## src/rtl/uart_host_bridge.sv

```systemverilog
// uart_host_bridge: Wishbone master that configures a 16550-style UART, then polls LSR to move bytes
// between one-entry host TX/RX buffers and the UART THR/RBR.
module uart_host_bridge #(
    parameter logic [15:0] DIVISOR     = 16'd27,
    parameter logic [7:0]  LCR_VAL     = 8'h03,
    parameter int          ACK_TIMEOUT = 255
) (
    input  logic       wb_clk_i,
    input  logic       wb_rst_i,
    output logic [2:0] wbm_adr_o,
    output logic [7:0] wbm_dat_o,
    input  logic [7:0] wbm_dat_i,
    output logic       wbm_we_o,
    output logic       wbm_stb_o,
    output logic       wbm_cyc_o,
    output logic [3:0] wbm_sel_o,
    input  logic       wbm_ack_i,
    input  logic [7:0] tx_data_i,
    input  logic       tx_valid_i,
    output logic       tx_ready_o,
    output logic [7:0] rx_data_o,
    output logic       rx_valid_o,
    input  logic       rx_ready_i,
    output logic       init_done_o,
    output logic       err_o
);
    typedef enum logic [3:0] {
        INIT_LCR_DLAB, INIT_DLL, INIT_DLM, INIT_LCR, INIT_FCR, INIT_IER,
        POLL_LSR, DECIDE, READ_RBR, WRITE_THR
    } state_t;

    state_t     state_q, ack_next_d;
    logic       cyc_q, we_q, tx_full_q, rx_valid_q, init_done_q, err_q;
    logic [2:0] adr_q, adr_d;
    logic [7:0] dat_q, dat_d, cnt_q, tx_buf_q, rx_data_q, lsr_q;
    logic       we_d;

    // Access attributes of the current state and where its ack leads
    always_comb begin
        adr_d      = 3'd0;
        dat_d      = 8'h00;
        we_d       = 1'b1;
        ack_next_d = POLL_LSR;
        case (state_q)
            INIT_LCR_DLAB: begin adr_d = 3'd3; dat_d = 8'h80 | LCR_VAL; ack_next_d = INIT_DLL; end
            INIT_DLL:      begin adr_d = 3'd0; dat_d = DIVISOR[7:0];    ack_next_d = INIT_DLM; end
            INIT_DLM:      begin adr_d = 3'd1; dat_d = DIVISOR[15:8];   ack_next_d = INIT_LCR; end
            INIT_LCR:      begin adr_d = 3'd3; dat_d = LCR_VAL;         ack_next_d = INIT_FCR; end
            INIT_FCR:      begin adr_d = 3'd2; dat_d = 8'h07;           ack_next_d = INIT_IER; end
            INIT_IER:      begin adr_d = 3'd1; dat_d = 8'h00;           ack_next_d = POLL_LSR; end
            POLL_LSR:      begin adr_d = 3'd5; we_d = 1'b0;             ack_next_d = DECIDE;   end
            READ_RBR:      begin adr_d = 3'd0; we_d = 1'b0;                                    end
            WRITE_THR:     begin adr_d = 3'd0; dat_d = tx_buf_q;                               end
            default:       ;
        endcase
    end

    always_ff @(posedge wb_clk_i) begin
        if (wb_rst_i) begin
            state_q     <= INIT_LCR_DLAB;
            cyc_q       <= 1'b0;
            we_q        <= 1'b0;
            adr_q       <= 3'd0;
            dat_q       <= 8'h00;
            cnt_q       <= 8'h00;
            tx_full_q   <= 1'b0;
            tx_buf_q    <= 8'h00;
            rx_valid_q  <= 1'b0;
            rx_data_q   <= 8'h00;
            lsr_q       <= 8'h00;
            init_done_q <= 1'b0;
            err_q       <= 1'b0;
        end else begin
            err_q <= 1'b0;
            if (tx_valid_i && tx_ready_o) begin
                tx_full_q <= 1'b1;
                tx_buf_q  <= tx_data_i;
            end
            if (rx_valid_q && rx_ready_i)
                rx_valid_q <= 1'b0;
            if (state_q == DECIDE) begin
                state_q <= (lsr_q[0] && !rx_valid_q) ? READ_RBR :
                           (lsr_q[5] && tx_full_q)   ? WRITE_THR : POLL_LSR;
            end else if (!cyc_q) begin
                cyc_q <= 1'b1;
                adr_q <= adr_d;
                dat_q <= dat_d;
                we_q  <= we_d;
                cnt_q <= 8'h00;
            end else if (wbm_ack_i) begin
                cyc_q   <= 1'b0;
                state_q <= ack_next_d;
                if (state_q == POLL_LSR)
                    lsr_q <= wbm_dat_i;
                if (state_q == READ_RBR) begin
                    rx_data_q  <= wbm_dat_i;
                    rx_valid_q <= 1'b1;
                end
                if (state_q == WRITE_THR)
                    tx_full_q <= 1'b0;
                if (state_q == INIT_IER)
                    init_done_q <= 1'b1;
            end else if (int'(cnt_q) + 1 >= ACK_TIMEOUT) begin
                // Init steps retry in place; run-time accesses fall back to a fresh poll
                cyc_q   <= 1'b0;
                err_q   <= 1'b1;
                state_q <= init_done_q ? POLL_LSR : state_q;
            end else begin
                cnt_q <= cnt_q + {7'd0, cnt_q != 8'hff};
            end
        end
    end

    assign wbm_adr_o   = adr_q;
    assign wbm_dat_o   = dat_q;
    assign wbm_we_o    = we_q;
    assign wbm_stb_o   = cyc_q;
    assign wbm_cyc_o   = cyc_q;
    assign wbm_sel_o   = 4'b0001;
    assign tx_ready_o  = init_done_q & ~tx_full_q;
    assign rx_data_o   = rx_data_q;
    assign rx_valid_o  = rx_valid_q;
    assign init_done_o = init_done_q;
    assign err_o       = err_q;
endmodule

```

## config.mk

```make
export PLATFORM = sky130hd
export DESIGN_NAME = uart_host_bridge
export DESIGN_NICKNAME = d
export VERILOG_FILES = /design/src/rtl/uart_host_bridge.sv
export SDC_FILE = /design/constraint.sdc
export NUM_CORES = 1
export LEC_CHECK = 0
export CORE_MARGIN = 2
export CORE_UTILIZATION = 50
export DETAILED_ROUTE_END_ITERATION = 10
export PLACE_DENSITY = 0.75
export SYNTH_ARGS = -nofsm -noshare
export SYNTH_HDL_FRONTEND = slang
export SYNTH_SLANG_ARGS = --single-unit
export TNS_END_PERCENT = 5
```

## constraint.sdc

```tcl
create_clock -name wb_clk_i -period 2.4 [get_ports wb_clk_i]
set_input_delay 0.6 -clock wb_clk_i [delete_from_list [all_inputs] [get_ports wb_clk_i]]
set_output_delay 0.6 -clock wb_clk_i [all_outputs]
set_load 0.02 [all_outputs]
```

* Word-level counts from Yosys, hierarchy flattened *
Cells that the tools add are included.

operators by class
  add/sub/neg operators = 2
  order comparisons = 1
  eq/ne operators = 12
  multiplexer cells = 28
  bitwise logic cells = 4
  reductions and logical operators = 19

operator list
  operator               number
  $pmux W8 S5            1
  $mux W4                7
  $mux W8                3
  $pmux W3 S6            1
  $eq A4 B3 Y1 const B   4
  $mux W1                15
  $pmux W3 S4            1
  $reduce_and A4 Y1      3
  $add A8 B1 Y9 const B  1
  $ge A9 B8 Y1 const B   1
  $add A8 B1 Y8          1
  $eq A4 B2 Y1 const B   2
  $eq A4 B4 Y1 const B   2
  $ne A8 B8 Y1 const B   1
  $reduce_and A3 Y1      2
  $reduce_bool A3 Y1     2
  $reduce_or A2 Y1       3
  $eq A4 B1 Y1 const B   1
  $logic_and A1 B1 Y1    4
  $logic_not A4 Y1       1
  $ne A2 B2 Y1 const B   2
  $reduce_or A4 Y1       1
  $not A1 Y1             3
  $reduce_and A2 Y1      1
  3 further kinds        3

word-level totals
  register bits after elaboration = 51
  input port bits = 21
  output and inout bits = 30
  logic and storage cells = 79

* Logic depth before layout (Yosys ltp) *
Gate-level depths: netlist of run 1.

  depth after elaboration = 8
  depth in mapped cells = 9

* Least setup slack after synthesis of run 1 *
OpenSTA, ideal clock, no wires.

  kind = reg-to-reg
  from = reg cnt_q[0]
  to = reg cnt_q[5]
  arrival = 1.935 ns
  path slack = 0.391 ns
  stages on the path, launching flop included = 9
  period minus slack after synthesis = 2.009 ns
  cells stage by stage = dfxtp_1 > inv_1 > ha_1 > nor2_1 > o211a_1 > and4_4 > buf_6 > or4_1 > a31oi_1

between the ends
  word-level cells in the longest chain between the ends = 5
  elaborated cells between the ends (all ways) = 9
  classes of those cells = add/sub (2); order compare (1); eq/ne (2); mux (3); reduce/logical (1)

RTL lines
  element                                                                RTL line  text
  from (decl)                                                            35        logic [7:0] dat_q, dat_d, cnt_q, tx_buf_q, rx_data_q, lsr_q;
  from (signal assigned)                                                 109       cnt_q <= cnt_q + {7'd0, cnt_q != 8'hff};
  parallel branches: the longest is 5 deep, another holds $add A8 B1 Y9  n/a

Parallel ways; which one is timed is not known. The select of a mux whose other input is x is not followed.
A chain may end at the register's enable or synchronous reset.

* Final worst setup path of run 1 *
  from = reg cnt_q[0]
  to = reg state_q[0]

between the ends
  word-level cells in the longest chain between the ends = 4

RTL lines
  element                              RTL line  text
  $add A8 B1 Y9                        103       end else if (int'(cnt_q) + 1 >= ACK_TIMEOUT) begin
  $ge A9 B8 Y1                         103
  $reduce_bool A3 Y1 (no source line)  n/a
  $reduce_and A3 Y1 (no source line)   n/a
  to (signal assigned)                 82        state_q <= (lsr_q[0] && !rx_valid_q) ? READ_RBR :
  to (signal assigned)                 92        state_q <= ack_next_d;
  to (signal assigned)                 107       state_q <= init_done_q ? POLL_LSR : state_q;
  to (decl)                            32        state_t state_q, ack_next_d;

No other way between the ends.

==> results.cfg, run 1 <==
[cts]
cts_root_buffer = clkbuf_8
clock_sinks = 47
cts_setup_buffers = 0
cts_tree = yes
clockBufferDepth = 2
clk_pin_slew_ns = 0.09
cts_buffers = 5
cts.htree.levels = 2
insertion_delay_ns = 0.30

[timing]
period_needed_ns = 2.20
slew_headroom = 0.626
finalSetupViolations = 0
hold_ws_ns = 0.464
finalCritPeriodShare = 0.916
worst_pin_slew_ns = 0.553
clock_skew_ns = 0.00541
hold_viol = 0
setup_slack_ns = 0.201
setup_tns_ns = 0
fmax_mhz = 455
rsz0062_at_grt = no
maxSlewViolCount = 0

[pwr]
p_sw_frac = 0.248
switchingPower_uw = 376
power_mw = 1.52
power_density_mw_per_mm2 = 525
combPwrFrac = 0.117
seq_power_share = 0.534
pwr-share-clk = 0.349
power.leakage_nw = 1.12
power.internal_mw = 1.14
vdd_drop_max_uv = 424

[final_layout]
drive_gt1_frac = 0.0815
areaGrowthSynthToFinish_pct = 26.9
fin_nets = 343
n_antenna_cell = 0
fillerInstances = 382

[synthesis]
synthSimpleGateAreaFrac = 0.257
ys_seq_elements = 47
ys_seq_area_frac = 0.413
synth_adder_area_share = 0.0220
syn_avg_cell_area_um2 = 8.26
synth_enable_flop_cells = 0
netlist_instances = 276
synth-compound-area-share = 0.183
synth.top_cell.area_share = 0.413
async_reset_ff_frac = 0
synth_xor_area_frac = 0.0154
synth_area_mm2 = 0.00228
yosys-top-cells-area = dfxtp_1 (41%), a21oi_1 (5.3%), nand2_1 (4.9%)
synth_top_family_by_area = simple AND/OR/NAND/NOR gates
ys_warn_count = 0
synth_cell_type_count = 54
yosysTopAreaCell = dfxtp_1
synth_mux_area_frac = 0.0445
yosys_most_used_dff = dfxtp_1

[route]
routedWlPerCell_um = 14.1
drc = 0
routed_via_density = 5.65
drt_first_pass_iters = 4
initialDrtViolationCount = 149
routed_wl_um = 5220
ant_nets = 0
vias = 2096

[placed_design]
dp_hpwl_um = 3670
pre_cts_ws_ns = 0.151
routabilityCongestion = 0.891
io_buffers = 46

[worst_setup_path]
critPathMaxFanout = 7
crit_family = compound AO/OA/AOI/OAI gates
path_class = flip-flop to flip-flop
crit_chain = inv_1 -> ha_1 -> nor2_1 -> o211a_1 -> a311oi_2 -> o31ai_4 -> mux2_1
rr_startpoint = cnt_q[0]
crit_slowest_cell = a311oi_2
startpoint = cnt_q[0]
crit_path_end_kind = flip-flop
cpPeakStageDelay_ns = 0.54
r2r_slack_ns = 0.20
critPathLaunchType = flip-flop
worstPathArrival_ns = 2.39
worst-path-buf-inv = 1
critical_path_required_ns = 2.59

[run_status]
outcome = finished, final reports clean

[global_route]
grt_pass1_wl_um = 8870
grt_antenna_before_repair = 0
grt_usage = 0.216
grt_start_max_net_pins = 50
first_global_vias = 1893
grt_overflow_total = 0

[floorplan]
fp.dieW_um = 71.5
io_pins = 51
dieArea_mm2 = 0.00512
start_util = 0.520
die_h_um = 71.5
core_region_area_mm2 = 0.00438
placementRows = 24

[min_path]
hp-start = tx_buf_q[0]
hp-class = flip-flop to flip-flop

[job]
max_cap_viol_count = 0
-- final timing paths --
path | to | depth (start not counted)
worst min register to register | tx_buf_q[0] | 2
worst max register to register | state_q[0] | 7
worst min-delay path | tx_buf_q[0] | 2
worst max-delay path | state_q[0] | 7
-- registers in the layout, summed over array words and instances (netlist names) --
register / count
init_done_o: 1
wbm_cyc_o: 1
wbm_adr_o: 3
wbm_dat_o: 8
lsr_q: 2
rx_data_o: 8
rx_valid_o: 1
err_o: 1
wbm_we_o: 1
tx_full_q: 1
cnt_q: 8
tx_buf_q: 8
state_q: 4
-- power groups by stage --
stage	registers (mW)	logic [mW]	clock network, mW
2_1_floorplan	0.840	0.0814	0
3_3_place_gp	0.829	0.174	0
3_5_place_dp	0.829	0.175	0
4_1_cts	0.811	0.176	0.540
5_1_grt	0.815	0.191	0.574
6_report	0.811	0.177	0.530
-- layer usage --
metal  wire, µm  global-route usage  vias to the layer above
li1           -                   -                     1056
met4         90              0.0692                        0
met1       2490               0.299                      979
met3        252              0.0605                       10
met2       2390               0.329                       51
met5          0                   0                        -
-- area by class of cell --
type                       instances  area, µm²  area share
tap                               52       65.1      0.0225
sequential                        47        941       0.325
timing repair buffer              55        541       0.187
inverter                           8       30.0      0.0104
clock inverter                     1       7.51     0.00259
multi-input combinational        201       1210       0.419
clock buffer                       7       96.3      0.0333
-- layout by cell type (no fill, tap or decap), types with 2 or more instances in the layout --
cell             instances
o211a_1                  2
nor2b_1                  4
o21ai_0                 16
clkdlybuf4s50_1         46
nor3_1                   2
and2_1                   2
a211oi_1                 6
mux2i_1                  9
xnor2_1                  2
nor2_1                  28
buf_4                    8
and3_1                   3
dfxtp_1                 47
a21oi_1                 24
conb_1                   4
or4_1                    4
clkbuf_8                 7
o311ai_0                 2
ha_1                     4
or3_1                    2
nand2b_1                 5
nand4_1                  5
nand2_1                 30
a31oi_1                  3
nand3_1                 18
xor2_1                   2
inv_1                    7
-- synth_stat cells (2+ instances only) --
cell type and n:
clkbuf_1 11, nor2b_1 4, buf_2 2, conb_1 2, o311ai_0 2, o211a_1 2, a211oi_1 6, nor3_1 2
a31oi_1 3, xnor2_1 2, nand2_1 30, o21ai_0 16, inv_1 7, buf_4 5, nand3_1 18, nand2b_1 5
nor2_1 28, buf_1 3, a21oi_1 24, xor2_1 2, mux2i_1 9, dfxtp_1 47, or3_1 2, nand4_1 5
or4_1 4, and2_1 2, ha_1 4, and3_1 3
-- worst min-delay path, cell delays in order, from the launching register on --
cell and delay (ns):
dfxtp_1 0.32, nand2_1 0.05, a21oi_1 0.05
-- repair_timing --
item,in CTS,in global routing
endpoints found under the setup margin,0,1
hold buffers,0,0
gates resized for setup,0,1
-- per-stage QoR --
stage / instances / utilization / area, µm²
after detailed placement: 363 / 0.634 / 2780
after global routing: 371 / 0.660 / 2890
final: 371 / 0.660 / 2890
after CTS: 371 / 0.658 / 2890
after floorplan: 278 / - / 2290
after global placement: 363 / 0.634 / 2780
-- cell families (layout without fill, tap and decap cells) --
kind of cell,Yosys count,in the layout
AND/OR/NAND/NOR,114,114
AO/OA/AOI/OAI,65,65
flip-flops,47,47
buffers and inverters,30,71
multiplexers,10,10
adder cells (fa/ha/maj),4,4
XOR/XNOR,4,4
other,2,4
Power figures use the tool's default switching activity.
==> inputs of run 2 (changes only) <==
- SLEW_MARGIN: not set -> 15
==> results of run 2 <==
Same layout as run 1: the final DEF is identical, and so are final timing and power.
==> inputs of run 3 (changes only) <==
- ABC_AREA: not set -> 1
==> results.cfg, run 3 <==
[synthesis]
ys_warn_count = 0
async_reset_ff_frac = 0
yosys-top-cells-count = nor2_1 (57), nand2_1 (52), dfxtp_1 (47)
yosysTopAreaCell = dfxtp_1
ys_seq_elements = 47
synth.top_cell.area_share = 0.409
yosys-top-cells-area = dfxtp_1 (41%), nor2_1 (9.3%), nand2_1 (8.5%)
synth_most_common_cell = nor2_1
ys_seq_area_frac = 0.409
netlist_instances = 317
synth_enable_flop_cells = 0
yosys_most_used_dff = dfxtp_1
syn_avg_cell_area_um2 = 7.25
synth_area_mm2 = 0.00230
synth_cell_type_count = 34

[job]
max_cap_viol_count = 0

[cts]
cts_resized = 0
cts_root_buffer = clkbuf_8
cts.htree.levels = 2
cts_tree = yes
cts-hold-fix-buffers = 0
cts_buffers = 5
cts_setup_buffers = 0
clk_pin_slew_ns = 0.08
clock_sinks = 47
insertion_delay_ns = 0.30
clockBufferDepth = 2

[route]
routedWlPerCell_um = 11.8
vias = 2106
drc = 0
routed_wl_um = 4890
drt_first_pass_iters = 4
ant_nets = 0
routed_via_density = 5.09
initialDrtViolationCount = 134

[global_route]
first_global_vias = 1982
grt_start_max_net_pins = 36
grt_overflow_total = 0
grt_pass1_wl_um = 8830
grt_antenna_before_repair = 0
grt_usage = 0.212

[timing]
hold_viol = 0
slew_headroom = 0.662
maxSlewViolCount = 0
setup_tns_ns = 0
period_needed_ns = 2.25
rsz0062_at_grt = no
clock_skew_ns = 0.00835
worst_pin_slew_ns = 0.506
finalSetupViolations = 0
finalCritPeriodShare = 0.936
fmax_mhz = 445

[final_layout]
areaGrowthSynthToFinish_pct = 26.3
fin_nets = 386
design_area_mm2 = 0.00290
n_antenna_cell = 0
final_util = 0.662
final_cell_mix = nor2_1 (57), nand2_1 (52), dfxtp_1 (47)
layout_commonest_cell = nor2_1
drive_gt1_frac = 0.0884

[worst_setup_path]
crit_slowest_cell = clkdlybuf4s50_1
worst-path-buf-inv = 1
crit_family = buffers and inverters
crit_chain = clkdlybuf4s50_1
path_class = flip-flop to output pin
cpPeakStageDelay_ns = 0.70
critPathMaxFanout = 11
worstPathArrival_ns = 1.65
critical_path_required_ns = 1.80
critPathLaunchType = flip-flop
crit_path_end_kind = output pin

[placed_design]
placed_cell_area_mm2 = 0.00277
routabilityCongestion = 0.824
io_buffers = 46
dp_hpwl_um = 3690

[floorplan]
dieArea_mm2 = 0.00516
placementRows = 24
core_region_area_mm2 = 0.00438
die_h_um = 71.8
fp.dieW_um = 71.8
io_pins = 51
start_util = 0.524

[pwr]
vdd_drop_max_uv = 344
power_density_mw_per_mm2 = 599
power.leakage_nw = 1.23

[run_status]
outcome = finished, final reports clean

[min_path]
hp-class = flip-flop to flip-flop
run 3: final cells by class:
class / instances / area [µm²]
Fill cell: 389 / 1480
Multi-Input combinational cell: 219 / 1130
Sequential cell: 47 / 941
Timing Repair Buffer: 48 / 475
Inverter: 40 / 151
Clock buffer: 5 / 68.8
Clock inverter: 3 / 67.6
Tap cell: 52 / 65.1
run 3: worst paths after layout:
kind | from | end | slack, ns | cells after the start
worst min-delay path | lsr_q[0] | lsr_q[0] | 0.45 | 2
worst max-delay path | wbm_cyc_o | wbm_stb_o | 0.15 | 1
worst max register to register | cnt_q[1] | cnt_q[6] | 0.43 | 10
worst min register to register | lsr_q[0] | lsr_q[0] | 0.45 | 2
run 3: cells by family after synthesis:
| kind of cell | after synthesis | share of synthesized area |
|---|---|---|
| fa+ha+maj | 4 | 0.0218 |
| other cells | 2 | 0.00327 |
| xor+xnor | 1 | 0.00381 |
| simple gates | 142 | 0.293 |
| compound gates | 68 | 0.168 |
| buf+inv | 53 | 0.100 |
| flops | 47 | 0.409 |
run 3: report_power, final:
group	switching [mW]	leakage [nW]	internal (mW)
combinational	0.130	0.779	0.102
clock	0.264	0.0644	0.415
sequential	0.0225	0.382	0.804
total	0.417	1.22	1.32
run 3: metrics by stage:
stage | setup slack, ns | power [mW] | hold WS, ns | instances
final | 0.155 | 1.74 | 0.451 | 414
after CTS | 0.128 | 1.76 | 0.454 | 414
after global routing | 0.0732 | 1.82 | 0.481 | 414
after detailed placement | 0.383 | 1.08 | 0.442 | 406
after global placement | 0.438 | 1.07 | 0.431 | 406
after floorplan | 0.638 | 0.988 | 0.422 | 319
run 3: routing by layer:
layer | GRT usage | share of wire | vias to the layer above
met5 | 0 | 0 | -
li1 | - | - | 1115
met1 | 0.289 | 0.48 | 941
met2 | 0.338 | 0.46 | 43
met4 | 0.0608 | 0.011 | 0
met3 | 0.0464 | 0.044 | 7
